### src/rtl/pipe_sel2_pkg.sv
// Shared pipeline constants for the pipe_sel2 word selector.
package pipe_sel2_pkg;

   localparam int DATA_W = 32;

   localparam logic SEL_LSB = 1'b0;
   localparam logic SEL_MSB = 1'b1;

endpackage : pipe_sel2_pkg

### src/rtl/pipe_sel2_dff_rst.sv
// dff_rst: nbits-wide register with synchronous active-high reset to zero.
module dff_rst
   import pipe_sel2_pkg::*;
#(
   parameter int nbits = DATA_W
) (
   input  logic             clk,
   input  logic             reset,
   input  logic [nbits-1:0] d,
   output logic [nbits-1:0] q
);

   // Data register, cleared on a sampled reset.
   always_ff @(posedge clk) begin
      if (reset) begin
         q <= {nbits{1'b0}};
      end else begin
         q <= d;
      end
   end

endmodule : dff_rst

### src/rtl/pipe_sel2.sv
// pipe_sel2: 2-to-1 word selector with a registered select-change pulse.
// Build option MUX_OUT_REG_EN registers the selected word (1-cycle latency).
module pipe_sel2
   import pipe_sel2_pkg::*;
#(
   parameter int nbits = DATA_W
) (
   input  logic             clk,
   input  logic             reset,
   input  logic [nbits-1:0] msb,
   input  logic [nbits-1:0] lsb,
   input  logic             dec,
   output logic [nbits-1:0] out,
   output logic             switched
);

   logic [nbits-1:0] sel_s;
   logic             dec_q_r;
   logic             dec_q_prev_r;
   logic             switch_s;

   // Conditional operator keeps X-merge behaviour when dec is not binary.
   assign sel_s = (dec == SEL_MSB) ? msb : lsb;

`ifdef MUX_OUT_REG_EN
   dff_rst #(.nbits(nbits)) u_out_reg (
      .clk   (clk),
      .reset (reset),
      .d     (sel_s),
      .q     (out)
   );
`else
   assign out = sel_s;
`endif

   dff_rst #(.nbits(1)) u_dec_q (
      .clk   (clk),
      .reset (reset),
      .d     (dec),
      .q     (dec_q_r)
   );

   dff_rst #(.nbits(1)) u_dec_q_prev (
      .clk   (clk),
      .reset (reset),
      .d     (dec_q_r),
      .q     (dec_q_prev_r)
   );

   // A change seen between the two tracking stages is registered once more.
   assign switch_s = dec_q_prev_r ^ dec_q_r;

   dff_rst #(.nbits(1)) u_switched (
      .clk   (clk),
      .reset (reset),
      .d     (switch_s),
      .q     (switched)
   );

endmodule : pipe_sel2

### config.mk
export PLATFORM = sky130hd
export DESIGN_NAME = pipe_sel2
export DESIGN_NICKNAME = d
export VERILOG_FILES = /design/src/rtl/pipe_sel2_pkg.sv /design/src/rtl/pipe_sel2_dff_rst.sv /design/src/rtl/pipe_sel2.sv
export SDC_FILE = /design/constraint.sdc
export NUM_CORES = 1
export LEC_CHECK = 0
export CAP_MARGIN = 20
export CORE_ASPECT_RATIO = 0.7
export CORE_MARGIN = 2
export CORE_UTILIZATION = 22
export CTS_CLUSTER_DIAMETER = 50
export DETAILED_ROUTE_END_ITERATION = 16
export PLACE_DENSITY = 0.8
export SLEW_MARGIN = 15
export SYNTH_ARGS = -nofsm -noshare
export SYNTH_HDL_FRONTEND = slang
export SYNTH_SLANG_ARGS = --single-unit
### constraint.sdc
create_clock -name clk -period 0.98 [get_ports clk]
set_input_delay 0.196 -clock clk [delete_from_list [all_inputs] [get_ports clk]]
set_output_delay 0.196 -clock clk [all_outputs]
set_load 0.01 [all_outputs]
Word level (Yosys, flattened, before mapping)
Index checks and enable logic that the tools add are counted.
Storage, ports and cells
  flip-flop bits (word level): 3
  output and inout bits: 33
  logic and storage cells: 5
  input port bits: 67
Cells by class
  bitwise operators: 1
  multiplexer cells: 1
Operator list (number)
  32-bit 2-to-1 mux: 1
  1-bit XOR: 1

Logic depth before layout (Yosys ltp)
Gate-level depths: netlist of run 1.
  depth in word-level cells: 1
  gate-level depth with buffers: 3
  depth with buffers taken out: 2

By module
A second synthesis of run 1 with hierarchy kept.
Unflattened totals
  cell total of the unflattened synthesis: 43
  area total of the unflattened synthesis: 654.4 sq um
Modules (own cells, without submodules)
  pipe_sel2: sequential area each 0.0 sq um, area an instance 553.0 sq um, cells each 37, times used 1
  dff_rst: sequential area each 20.0 sq um, area an instance 33.8 sq um, cells each 2, times used 3

Worst setup path before layout of run 1
Ideal clock, no wire load.
  path kind: in2out
  from: in dec
  to: out out[0]
  setup slack: 17 ps
  stages: 3
  required time: 784 ps
  path buffers: 2
  arrival: 767 ps
  path through: buf_6 buf_12 mux2_4
On the way
  longest elaborated chain between the ends: 1
RTL lines
  start: declaration: line pipe_sel2.sv:12  | input logic dec,
  32-bit 2-to-1 mux: line pipe_sel2.sv:23  | assign sel_s = (dec == SEL_MSB) ? msb : lsb;
  end: declaration: line pipe_sel2.sv:13  | output logic [nbits-1:0] out,
Every way passes these cells.

Final worst setup path of run 1
  from: in dec
  to: out out[19]
The elaborated chain is that of the path after synthesis.

==> results of run 1 <==
## critical path: stages
cell and delay, ns:
sky130_fd_sc_hd__buf_12 0.12, sky130_fd_sc_hd__buf_12 0.13, sky130_fd_sc_hd__buf_12 0.13, sky130_fd_sc_hd__mux2_4 0.30
sky130_fd_sc_hd__buf_6 0.12
## state kept, by name (all words and copies together), names as in the netlist
signal and cells:
u_switched.q 1, u_dec_q_prev.q 1, u_dec_q.q 1
## kinds of logic (layout without fill, tap and decap cells)
kind of cell,after synthesis,after routing,synth area share
xor+xnor,1,1,0.01400
buf+inv,4,112,0.1140
flops,3,3,0.09600
mux,32,32,0.7500
simple gates,3,3,0.02599
## per-stage QoR
stage / utilization / worst slack, ns / TNS [ns] / total power [W] / cells
2_1_floorplan: - / 0.01664 / 0 / 0.0004331 / 43
3_3_place_gp: 0.5981 / -0.5804 / -17.60 / 0.0008945 / 178
3_5_place_dp: 0.5981 / -0.5910 / -17.91 / 0.0009082 / 178
4_1_cts: 0.6556 / -0.2204 / -4.582 / 0.001305 / 187
5_1_grt: 0.6560 / -0.2327 / -4.979 / 0.001352 / 187
6_report: 0.6560 / -0.2137 / -4.503 / 0.001285 / 187
## repair_timing
item	CTS	global route
pin swaps	0	0
buffers inserted	3	1
resized for setup	224	2
gates cloned	2	0
setup endpoints to repair	33	32
## area by class of cell
| type | instances | area, um^2 |
|---|---|---|
| tap | 36 | 45.04 |
| timing repair buffer | 108 | 1144 |
| sequential | 3 | 60.06 |
| multi-input combinational | 36 | 505.5 |
| fill | 238 | 943.4 |
| clock buffer | 4 | 45.04 |
## worst paths after layout
| check | cells past startpoint | endpoint |
|---|---|---|
| setup / recovery | 5 | out[19] |
| hold / removal | 3 | u_dec_q.q |
| setup reg to reg | 2 | u_switched.q |
| hold reg to reg | 1 | u_dec_q_prev.q |
## power groups by stage
stage | Clock (W) | Combinational (W) | Sequential (W)
final | 0.000353 | 0.000800 | 0.000132
after global placement | 0 | 0.000761 | 0.000133
after detailed placement | 0 | 0.000775 | 0.000134
after floorplan | 0 | 0.000298 | 0.000135
after CTS | 0.000361 | 0.000811 | 0.000132
after global routing | 0.000375 | 0.000844 | 0.000132
## routing by layer
| layer | global-route usage | share of wire | routed length, um |
|---|---|---|---|
| met5 | 0 | 0 | 0 |
| met2 | 0.2974 | 0.56 | 1404 |
| met4 | 0.06122 | 0.014 | 36 |
| met1 | 0.1479 | 0.33 | 828 |
| met3 | 0.03023 | 0.096 | 240 |
## cell usage in the layout, fill, tap and decap left out, types with 2 or more instances in the layout
cell                               n
sky130_fd_sc_hd__dlygate4sd2_1    50
sky130_fd_sc_hd__buf_6            34
sky130_fd_sc_hd__mux2_4           32
sky130_fd_sc_hd__clkdlybuf4s50_1  14
sky130_fd_sc_hd__buf_12            4
sky130_fd_sc_hd__clkbuf_8          3
sky130_fd_sc_hd__dfxtp_1           3
sky130_fd_sc_hd__nor2b_1           2
sky130_fd_sc_hd__buf_16            2
sky130_fd_sc_hd__dlymetal6s2s_1    2
==> out/qor_table.md, run 1 <==
| Result | Value | Unit |
| --- | --- | --- |
| Outcome | complete, but fails checks | - |
| Violated checks | setup timing | - |
| Leakage power summed over all cells | 0.9448 | nW |
| Share of the cycle needed by the critical path after routing | 1.218 | - |
| First-pass iteration count of the detailed router | 4 | - |
| Starting density of the core | 0.2281 | - |
| Final weighted congestion of routability-driven global placement | 0.6813 | - |
| H-tree Lvls | 1 | - |
| Hold-fix buffers at CTS | 0 | - |
| Asr flop ratio synth | 0 | - |
| Clock power share | 0.275 | - |
| Pin slew with the least headroom to its limit | 0.1249 | ns |
| FP Rows | 16 | - |
| Final hold viol count | 0 | - |
| Worst Hold Slack | 0.3758 | ns |
| Setup Crit Path Kind | in2out | - |
| Peak supply drop | 0.3067 | mV |
| DIE AREA | 3293 | um^2 |
| Cell taking the most area after synthesis | sky130_fd_sc_hd__mux2_4 | - |
| Setup slack after layout | -0.2137 | ns |
| Proportion of synthesized chip area in sequential cells | 0.09600 | - |
| Syn_area_per_cell | 14.55 | um^2 |
| PD cells | 714.3 | nW/um^2 |
| Switching power of the nets | 0.0003137 | W |
| Share of final-layout standard cells stronger than drive strength 1 | 0.5099 | - |
| Kind of launch point of the worst setup path | input pin | - |
| Worst slew slack as a fraction of its limit | 0.9161 | - |
| Register-to-register setup slack | 0.36 | ns |
| DP HPWL | 2035 | um |
| Post-synth EDFFs | 0 | - |
| Ant diodes | 0 | - |
| Largest cells by area after synthesis | sky130_fd_sc_hd__mux2_4 (70%), sky130_fd_sc_hd__buf_12 (9.6%), sky130_fd_sc_hd__dfxtp_1 (9.6%) | - |
| Startpoint of the worst setup timing path | dec | - |
| Average wire per cell in the routed design | 13.42 | um |
| Maximum capacitance violations | 0 | - |
| First-pass GRT wire length | 3705 | um |
| Number of sinks handled by clock tree synthesis | 3 | - |
| Overall overflow remaining after global route | 0 | - |
| Worst Min Path Start | dec | - |
| Mapped Nets | 110 | - |
| Initial drt markers | 4 | - |
| Cell internal pwr | 0.0009715 | W |
| Final WL | 2510 | um |
| Reg-to-reg critical path startpoint | u_dec_q.q | - |
| Min Tclk post-route | 1.194 | ns |
| Cell with the most instances after synthesis | sky130_fd_sc_hd__mux2_4 | - |
| Path category of the worst min-delay check | in2reg | - |
| Total DRC errors in the routed layout | 0 | - |
| Setup-violating endpoint count in the final report | 32 | - |
| Sequential share of power | 0.103 | - |
| Comb power frac | 0.623 | - |
| Share of the synthesized area in the top cell type | 0.6960 | - |
| Height of the die | 48.62 | um |
| Net switching fraction of the power | 0.2441 | - |
| Average via count per standard cell | 4.155 | - |
| Routed vias | 777 | - |
| Data arrival time of the critical path | 1.00 | ns |
| Final layout net count | 219 | - |
| Number of primary I/O pins | 100 | - |
| Number of buffers created by CTS | 3 | - |
| FMAX | 0.8377 | GHz |
| TritonCTS clock tree | yes | - |
| Clock buffer depth | 2 | - |
| Post-synthesis register bit count | 3 | - |
| Area of the core | 2743 | um^2 |
| Library cell used as clock root buffer | sky130_fd_sc_hd__clkbuf_8 | - |
| Post-synth top cells | sky130_fd_sc_hd__mux2_4 (29), sky130_fd_sc_hd__buf_12 (3), sky130_fd_sc_hd__dfxtp_1 (3), sky130_fd_sc_hd__mux2_2 (3), sky130_fd_sc_hd__nor2b_1 (2) | - |
| Total global-route track usage | 0.1513 | - |
| Final setup skew | 0.00006636 | ns |
| Area of the mapped netlist | 625.6 | um^2 |
| Crit-path max FO | 5 | - |
| Pin count of the biggest net entering global routing | 8 | - |
| Most used flip-flop cell after synthesis | sky130_fd_sc_hd__dfxtp_1 | - |
| Input/output buffers | 99 | - |
| Warnings, synthesis | 0 | - |
| Cell area after placement | 1640 | um^2 |
| Instance count of the mapped netlist | 43 | - |
| Source-to-sink clock delay at the later pin of the worst-skew pair | 0.21 | ns |
| Die X | 67.74 | um |
| Crit end category | output port | - |
| Setup repair after global routing missed its margin | true | - |
| Synthesis-to-layout area growth | 187.6 | % |
| Synth unique cells | 8 | - |
| Finished layout cell area | 1799 | um^2 |
| Clock transition at the register clock pins on the worst setup and hold paths after CTS | 0.03 | ns |
| Number of antenna violations at the first check in global routing | 0 | - |
| Via count of the first global-routing pass | 850 | - |
| Number of max-slew violations in the final report | 0 | - |
| Data required time at the worst endpoint | 0.78 | ns |
| Post-route antenna net violation count | 0 | - |
(Power assumes the default switching activity.)
==> run 2: changes to the inputs <==
CORE_ASPECT_RATIO = default   (was 0.7)
==> run 2 against run 1 <==
Effect of this change: the flow still finishes with violations (setup timing); critical endpoint is now out[13]; clock skew rose by 0.0010 ns; register-to-register slack barely moved; clock power fell by 39%; power fell by 13%; routed wire length rose by 3.7%; sequential share of layout area rose by 0.12 points; flip-flop and latch count did not move; fmax rose by 9.5%; first-iteration DRC count rose by 130%; critical path type unchanged.
==> out/qor_table.md, run 2 (synthesis results as in run 1) <==
| Result | Value | Unit | Delta |
| --- | --- | --- | --- |
| Met3 wirelength from detailed routing | 217 | um | -9.6% |
| CP dominant cell by count | sky130_fd_sc_hd__buf_12 | - |  |
| Post-route antenna net violation count | 0 | - | unchanged |
| Number of antenna violations at the first check in global routing | 0 | - | unchanged |
| Peak supply drop | 0.5176 | mV | +69% |
| Pin count of the biggest net entering global routing | 8 | - | unchanged |
| DIE AREA | 3286 | um^2 | -0.21% |
| Final sum of negative setup slack | -3.174 | ns | +1.329 ns |
| Most common library cell in the layout ignoring fill and taps | sky130_fd_sc_hd__dlygate4sd2_1 | - |  |
| Detailed-routed wire length on met2 | 1551 | um | +10% |
| Area of the core | 2734 | um^2 | -0.32% |
| Via count of the first global-routing pass | 855 | - | +0.59% |
| Crit-path max FO | 7 | - | +2 |
| CP max stage delay | 0.30 | ns | about the same |
| Setup repair after global routing missed its margin | true | - |  |
| Input/output buffers | 99 | - | unchanged |
| First-pass GRT wire length | 3953 | um | +6.7% |
| Layout filler cell count | 252 | - | +5.9% |
| Data required time at the worst endpoint | 0.78 | ns | about the same |
| Leading registers by flop count | u_dec_q.q (1), u_dec_q_prev.q (1), u_switched.q (1) | - |  |
| Library cell used as clock root buffer | sky130_fd_sc_hd__clkbuf_4 | - |  |
| Final setup skew | 0.001081 | ns | +0.001015 ns |
| Total DRC errors in the routed layout | 0 | - | unchanged |
| Highest Signal Layer | met3 | - |  |
| Ant diodes | 0 | - | unchanged |
| DP HPWL | 2218 | um | +9.0% |
| Worst hold stages | 3 | - | unchanged |
| R2R depth | 2 | - | unchanged |
| Sequential share of power | 0.117 | - | +0.014 |
| Register-to-register setup slack | 0.35 | ns | about the same |
| Post-route met1 wirelength | 834 | um | +0.72% |
| Data arrival time of the critical path | 0.89 | ns | -0.11 ns |
| Setup slack after layout | -0.1100 | ns | +0.1037 ns |
| Synthesis-to-layout area growth | 177.6 | % |  |
| Maximum capacitance violations | 0 | - | unchanged |
| FMAX | 0.9174 | GHz | +9.5% |
| Height of the die | 57.33 | um | +18% |
| Source-to-sink clock delay at the later pin of the worst-skew pair | 0.23 | ns | +0.02 ns |
| Routed vias | 766 | - | -1.4% |
| Number of sinks handled by clock tree synthesis | 3 | - | unchanged |
| Overall overflow remaining after global route | 0 | - | unchanged |
| Average wire per cell in the routed design | 14.47 | um | +7.8% |
| Number of buffers created by CTS | 3 | - | unchanged |
| Average via count per standard cell | 4.256 | - | +2.4% |
| Clock power share | 0.192 | - | -0.083 |
| Comb power frac | 0.691 | - | +0.068 |
| CP max-delay cell | sky130_fd_sc_hd__mux2_4 | - |  |
| Leakage power summed over all cells | 0.9293 | nW | -1.6% |
| Initial drt markers | 9 | - | +5 |
| Clock transition at the register clock pins on the worst setup and hold paths after CTS | 0.04 | ns | about the same |
| H-tree Lvls | 1 | - | unchanged |
| Setup Crit Path Kind | in2out | - |  |
| Final weighted congestion of routability-driven global placement | 0.6708 | - | -1.5% |
| Share of final-layout standard cells stronger than drive strength 1 | 0.5101 | - | about the same |
| PD cells | 647.5 | nW/um^2 | -9.4% |
| Violated checks | setup timing | - |  |
| Minimum setup slack after placement | -0.6038 | ns | -0.01282 ns |
| Final hold viol count | 0 | - | unchanged |
| Clock buffer depth | 2 | - | unchanged |
| Min Tclk post-route | 1.090 | ns | -0.1037 ns |
| Critical path cell sequence | buf_12, buf_12, mux2_4, buf_6 | - |  |
| Starting density of the core | 0.2288 | - | +0.0007307 |
| Switching power of the nets | 0.0003010 | W | -4.0% |
| Worst slew slack as a fraction of its limit | 0.9090 | - | -0.007097 |
| Cell internal pwr | 0.0008235 | W | -15% |
| Number of max-slew violations in the final report | 0 | - | unchanged |
| Net switching fraction of the power | 0.2677 | - | +0.02362 |
| Outcome | complete, but fails checks | - |  |
| Total global-route track usage | 0.1591 | - | +0.007817 |
| First-pass iteration count of the detailed router | 4 | - | unchanged |
| Kind of launch point of the worst setup path | input pin | - |  |
| Final WL | 2604 | um | +3.7% |
| Setup-violating endpoint count in the final report | 32 | - | unchanged |
| Path category of the worst min-delay check | in2reg | - |  |
| Share of the cycle needed by the critical path after routing | 1.112 | - | -0.1058 |
| FP Rows | 19 | - | +3 |
| Pin slew with the least headroom to its limit | 0.1355 | ns | +0.01057 ns |
| TritonCTS clock tree | yes | - |  |
| Number of primary I/O pins | 100 | - | unchanged |
| Die X | 57.33 | um | -15% |
| Crit end category | output port | - |  |
| Final layout net count | 217 | - | -0.91% |
| Most frequent cells in the layout | sky130_fd_sc_hd__dlygate4sd2_1 (64), sky130_fd_sc_hd__mux2_4 (32), sky130_fd_sc_hd__buf_6 (32) | - |  |
| Post-layout util | 0.6352 | - | -0.02078 |
-- run 2: worst paths after layout --
| path | startpoint | end |
|---|---|---|
| min reg2reg | u_dec_q_prev.q | u_switched.q |
| max reg2reg | u_dec_q.q | u_switched.q |
| min | dec | u_dec_q.q |
| max | dec | out[13] |
-- run 2: area by class of cell --
cell class | instances | area, um^2 | area share
timing repair buffer | 106 | 1106 | 0.6369
tap | 31 | 38.79 | 0.02233
multi-input combinational | 36 | 505.5 | 0.2911
sequential | 3 | 60.06 | 0.03458
clock buffer | 4 | 26.28 | 0.01513
-- run 2: power by group through the flow --
| stage | clock (W) | sequential [W] | combinational (W) |
|---|---|---|---|
| finish | 0.000216 | 0.000132 | 0.000777 |
| global route | 0.000239 | 0.000132 | 0.000817 |
| CTS | 0.000230 | 0.000132 | 0.000788 |
| detailed placement | 0 | 0.000134 | 0.000781 |
| global placement | 0 | 0.000134 | 0.000767 |
| floorplan | 0 | 0.000135 | 0.000298 |
-- run 2: routing by layer --
layer / vias to the layer above / GRT usage
met5: - / 0
met3: 0 / 0.03855
li1: 370 / -
met2: 49 / 0.3383
met1: 347 / 0.1494
met4: 0 / 0.02990
-- run 2: what timing repair did --
item | in CTS | in global routing
hold buffers | 0 | 0
gates resized for setup | 237 | 1
endpoints found under the setup margin | 33 | 33
pin swaps | 0 | 0
buffers inserted | 1 | 0
gates cloned | 3 | 0
-- run 2: worst max-delay path: cells and delay by family --
kind / cells / cell delay, ns
muxes: 1 / 0.30
buffers and inverters: 3 / 0.39
-- run 2: metrics by stage --
stage,cell area [um^2],cells,total power [W],hold WS (ns)
detailed placement,1639,172,0.0009148,0.4768
finish,1737,180,0.001124,0.3725
floorplan,625.6,43,0.0004331,0.2676
global route,1737,180,0.001188,0.4047
CTS,1742,180,0.001150,0.3715
global placement,1639,172,0.0009002,0.4617
==> patch 1 (flow settings as in run 2) <==
Add a define of `MUX_OUT_REG_EN`.
--- a/src/rtl/pipe_sel2.sv
+++ b/src/rtl/pipe_sel2.sv
@@ -1,5 +1,7 @@
 // pipe_sel2: 2-to-1 word selector with a registered select-change pulse.
 // Build option MUX_OUT_REG_EN registers the selected word (1-cycle latency).
+`define MUX_OUT_REG_EN
+
 module pipe_sel2
    import pipe_sel2_pkg::*;
 #(
Function: changed (a bounded check fails within 4 cycles, from zero or initial values and one cycle with reset high).
==> patch 1 against run 2 <==
Cell area is 30% higher. Sequential share of layout area is 28 points higher. Critical path depth is 3 lower. Core utilization is 22 points lower. Final cell count is 59% higher. Via count is 47% higher. Clock power grew to 5.2 times the old value. Sequential cell count is 32 higher. Synthesized area is 100% higher. Wire length is 18% higher. Power grew to 2.9 times the old value. Worst setup slack better by 170 ps. Combinational power is 21% lower.
==> patch 1: results (changes against run 2) <==
Clock tree
  – Post-CTS Resized: 132 (-44%)
  – Root buffer cell: clkbuf_8
  – Post-CTS setup buffers: 0 (-1)
  – TritonCTS buffer count: 5 (+2)
  – Clk Latency, worst-skew pair: 280 ps (+50 ps)
  – Clk pin slew, worst setup/hold paths: 70 ps (+30 ps)
  – H-tree levels: 2 (+1)

Critical path
  – Crit path max-delay family: flip-flops
  – Worst path max stage delay: 320 ps (+20 ps)
  – Worst Path Max Fanout: 1 (-6)
  – CP arrival: 720 ps (-170 ps)
  – CP max-delay cell: dfxtp_1

Drt
  – Drt pass-1 iters: 2 (-2)
  – DR iter-0 viols: 27 (+18)
  – WL final: 3070 um (+18%)
  – Vias per cell: 3.94 (-7.5%)

Global routing
  – Vias in the first global route: 1,092 (+28%)
  – Largest net degree at the start of global routing: 36 (+28)
  – Gr usage total: 9.85% (-6.1 points)
  – First-pass GRT wire length: 4740 um (+20%)

Logic synthesis
  – Syn Inst Count: 111 (+160%)
  – Syn nets: 178 (+62%)
  – Fraction of synthesized cell area taken by the top area cell type: 55.7% (-14 points)
  – YS warnings: 0 (unchanged)
  – Distinct cells, synth: 10 (+2)
  – Synth Area in Compound Gates: 0% (unchanged)
  – Mux cell area share after synthesis: 25.5% (-50 points)
  – Post-synth top cells: 35 x dfxtp_1, 33 x nor2_1, 32 x mux2i_1
  – Xor/xnor share of the synthesized area: 0.697% (-0.70 points)
  – Seq/Total Area, Yosys: 55.7% (+46 points)
  – Synth top area cells: dfxtp_1 56%, mux2i_1 25%, nor2_1 9.9%

Place
  – Dpl ws: -123 ps (+481 ps)
  – DP Cell Count: 278 (+62%)
  – Gpl congestion: 0.642 (-4.3%)
  – Post-detail-place hpwl: 2460 um (+11%)

Outcome
  – Status: finished, final reports clean

Finish
  – Layout cell share with drive strength beyond 1: 21.5% (-30 points)
  – Non-filler cells, final: 286 (+59%)
  – N_diodes: 0 (unchanged)

Timing
  – Setup skew after layout: 0.0477 ps (-1.03 ps)
  – Worst-Margin Slew: 150 ps (+14.2 ps)

Worst hold path
  – Worst hold-check path type: input pin to register
## patch 1: layout make-up
cell class                      instances  area, sq um
Multi-Input combinational cell         68          465
Clock buffer                            7         96.3
Fill cell                             542         3250
Tap cell                               72         90.1
Clock inverter                          1         7.51
Sequential cell                        35          701
Timing Repair Buffer                  103          901
## patch 1: metal layers
metal | vias to the layer above | global-route usage, % | share of wire (%)
met2 | 56 | 17.4 | 51
met4 | 0 | 4.66 | 2.1
met5 | - | 0 | 0
met1 | 493 | 9.59 | 35
li1 | 566 | - | -
met3 | 11 | 4.75 | 11
## patch 1: path summary, 6_finish.rpt
check	end	start	cells after the start	slack (ps)
max	out[20]	u_out_reg.q[20]	1	60
min	u_dec_q.q	dec	3	390
max reg2reg	u_switched.q	u_dec_q.q	2	370
min reg2reg	u_dec_q_prev.q	u_dec_q.q	1	480
## patch 1: logic make-up after synthesis
logic type	Yosys count
XOR/XNOR	1
buffers and inverters	8
flip-flops	35
multiplexers	32
AND/OR/NAND/NOR	35
## patch 1: where the power goes
part / leakage [uW] / switching (uW) / internal [uW]
Clock: 0.0000505 / 491 / 639
Sequential: 0.000292 / 20.2 / 1520
Combinational: 0.000713 / 219 / 397
## patch 1: metrics by stage
stage | TNS [ps] | area, sq um | total power (uW)
after floorplan | 0 | 1260 | 1820
after global placement | -4760 | 2320 | 2270
after detailed placement | -5260 | 2320 | 2280
after CTS | 0 | 2260 | 3360
after global routing | 0 | 2260 | 3470
final | 0 | 2260 | 3280
==> patch 2 (settings of run 2) <==
Without the edit above. Make the reset (`reset`) asynchronous in one clocked block. Comments in the files are not updated.
--- a/src/rtl/pipe_sel2_dff_rst.sv
+++ b/src/rtl/pipe_sel2_dff_rst.sv
@@ -11,7 +11,7 @@
 );
 
    // Data register, cleared on a sampled reset.
-   always_ff @(posedge clk) begin
+   always_ff @(posedge clk or posedge reset) begin
       if (reset) begin
          q <= {nbits{1'b0}};
       end else begin
Formal check against the unedited RTL: differs if reset is asserted again (counterexample within 4 cycles, from zero or initial values and one cycle with reset high); with reset held inactive, the same outputs for 10 cycles.
==> patch 2 against run 2 <==
The run still ends with negative setup slack left. Global-route usage decreased by 1.9 points. Die area grew 0.93%. Cell area shrank 1.2%. Clock skew is 2.6 ps higher. Combinational power down 2%. Worst setup slack worse by 5.3 ps. Power decreased by 1.1%. Maximum frequency down 0.48%. Wire length down 6.9%. Via count down 1.8%. Synthesized area up 1.0%. Sequential cell count is the same. Largest cell class unchanged.
==> patch 2: results (changes against run 2) <==
Drt
  – Max Used Layer: met4
  – WL final: 2430 um (-6.9%)
  – Vias per cell: 4.27 (+0.40%)
  – Met3 wire len: 196 um (-9.7%)
  – Drt pass-1 iters: 4 (unchanged)
  – Met1 wire length: 774 um (-7.2%)
  – Met2 WL: 1450 um (-6.8%)

Global routing
  – Gr usage total: 14.0% (-1.9 points)
  – Met2 GRT Util: 28.6% (-5.3 points)
  – Vias in the first global route: 832 (-2.7%)
  – Met1 GRT Util: 14.3% (-0.67 points)
  – First-pass GRT wire length: 3650 um (-7.7%)
  – Met3 track demand over resource: 3.17% (-0.68 points)
  – Largest net degree at the start of global routing: 9 (+1)

Pwr
  – Worst VDD drop: 0.000910 V (+76%)
  – Design Power: 1110 uW (-1.1%)
  – Combinational share of power: 68.3% (-0.8 points)
  – Switching Power: 295 uW (-1.9%)
  – Seq pwr: 137 uW (+4%)
  – Leak: 0.000924 uW (-0.59%)

Logic synthesis
  – Seq/Total Area, Yosys: 11.9% (+2.3 points)
  – Most used DFF post-synth: dfrtp_1
  – Post-synth top cells: 30 x mux2_4, 3 x buf_12, 3 x dfrtp_1
  – Syn nets: 108 (-1.8%)
  – Syn Inst Count: 41 (-4.7%)
  – Synth top area cells: mux2_4 71%, dfrtp_1 12%, buf_12 9.5%
  – Synth async-reset ratio: 100% (+100 points)
  – Distinct cells, synth: 7 (-1)

Critical path
  – R2R Path Start: u_dec_q.q
  – Reg2reg end: u_switched.q
  – Worst Path Max Fanout: 8 (+1)
  – CP Capture Point: out[14]
  – R2R cell count: 1 (-1)
  – Reg2reg setup slack: 310 ps (-40 ps)

Place
  – Dpl ws: -582 ps (+22.1 ps)
  – Cell Area, Placed: 1630 sq um (-0.84%)
  – DP Cell Count: 169 (-1.7%)
  – Post-detail-place hpwl: 2030 um (-8.5%)
  – Gpl congestion: 0.739 (+10%)

Clock tree
  – Post-CTS setup buffers: 0 (-1)
  – H-tree levels: 1 (unchanged)
  – Clk Latency, worst-skew pair: 230 ps (about the same)
  – Longest Clk Path Bufs: 2 (unchanged)

Timing
  – # setup viols final: 30 (-6.3%)
  – Hold_ws: 129 ps (-243 ps)
  – Final hold viol count: 0 (unchanged)
  – Setup skew after layout: 3.67 ps (+2.59 ps)
  – Final WS setup: -115 ps (-5.30 ps)
  – Setup_tns: -3170 ps (+3.19 ps)
  – Rel. slew slack: 91.5% (+0.56 points)

Outcome
  – Failing checks: negative setup slack
  – Status: finished, violations left

Finish
  – Non-filler cells, final: 176 (-2.2%)
  – Final net count: 213 (-1.8%)
  – Layout cell share with drive strength beyond 1: 51.0% (about the same)

Worst hold path
  – Worst hold-check path type: input pin to async pin
-- patch 2: cell types whose count changed in the layout (fill, tap and decap cells not counted), sizes merged, moves of 2 or more --
cell / change
nor2b: -2
dfxtp: -3
dfrtp: +3
dlygate4sd2: -4
clkdlybuf4s15: +4
-- patch 2: logic make-up (layout without fill, tap and decap cells) --
group | Yosys count | after routing | share of synthesized area, %
XOR/XNOR | 1 | 1 | 1.39
buffers and inverters | 5 | 109 | 11.9
multiplexers | 32 | 32 | 74.9
flip-flops | 3 | 3 | 11.9
-- patch 2: timing repair --
| item | CTS | global route |
|---|---|---|
| gates resized for setup | 241 | 0 |
| setup endpoints to repair | 33 | 30 |
| gates cloned | 3 | 0 |
-- patch 2: area by class of cell --
cell class / count / area [sq um]
repair buffers: 104 / 1080
inverters: 1 / 3.75
flip-flops and latches: 3 / 75.1
multi-input cells: 33 / 489
fillers: 255 / 1020
clock buffers: 4 / 26.3
well taps: 31 / 38.8
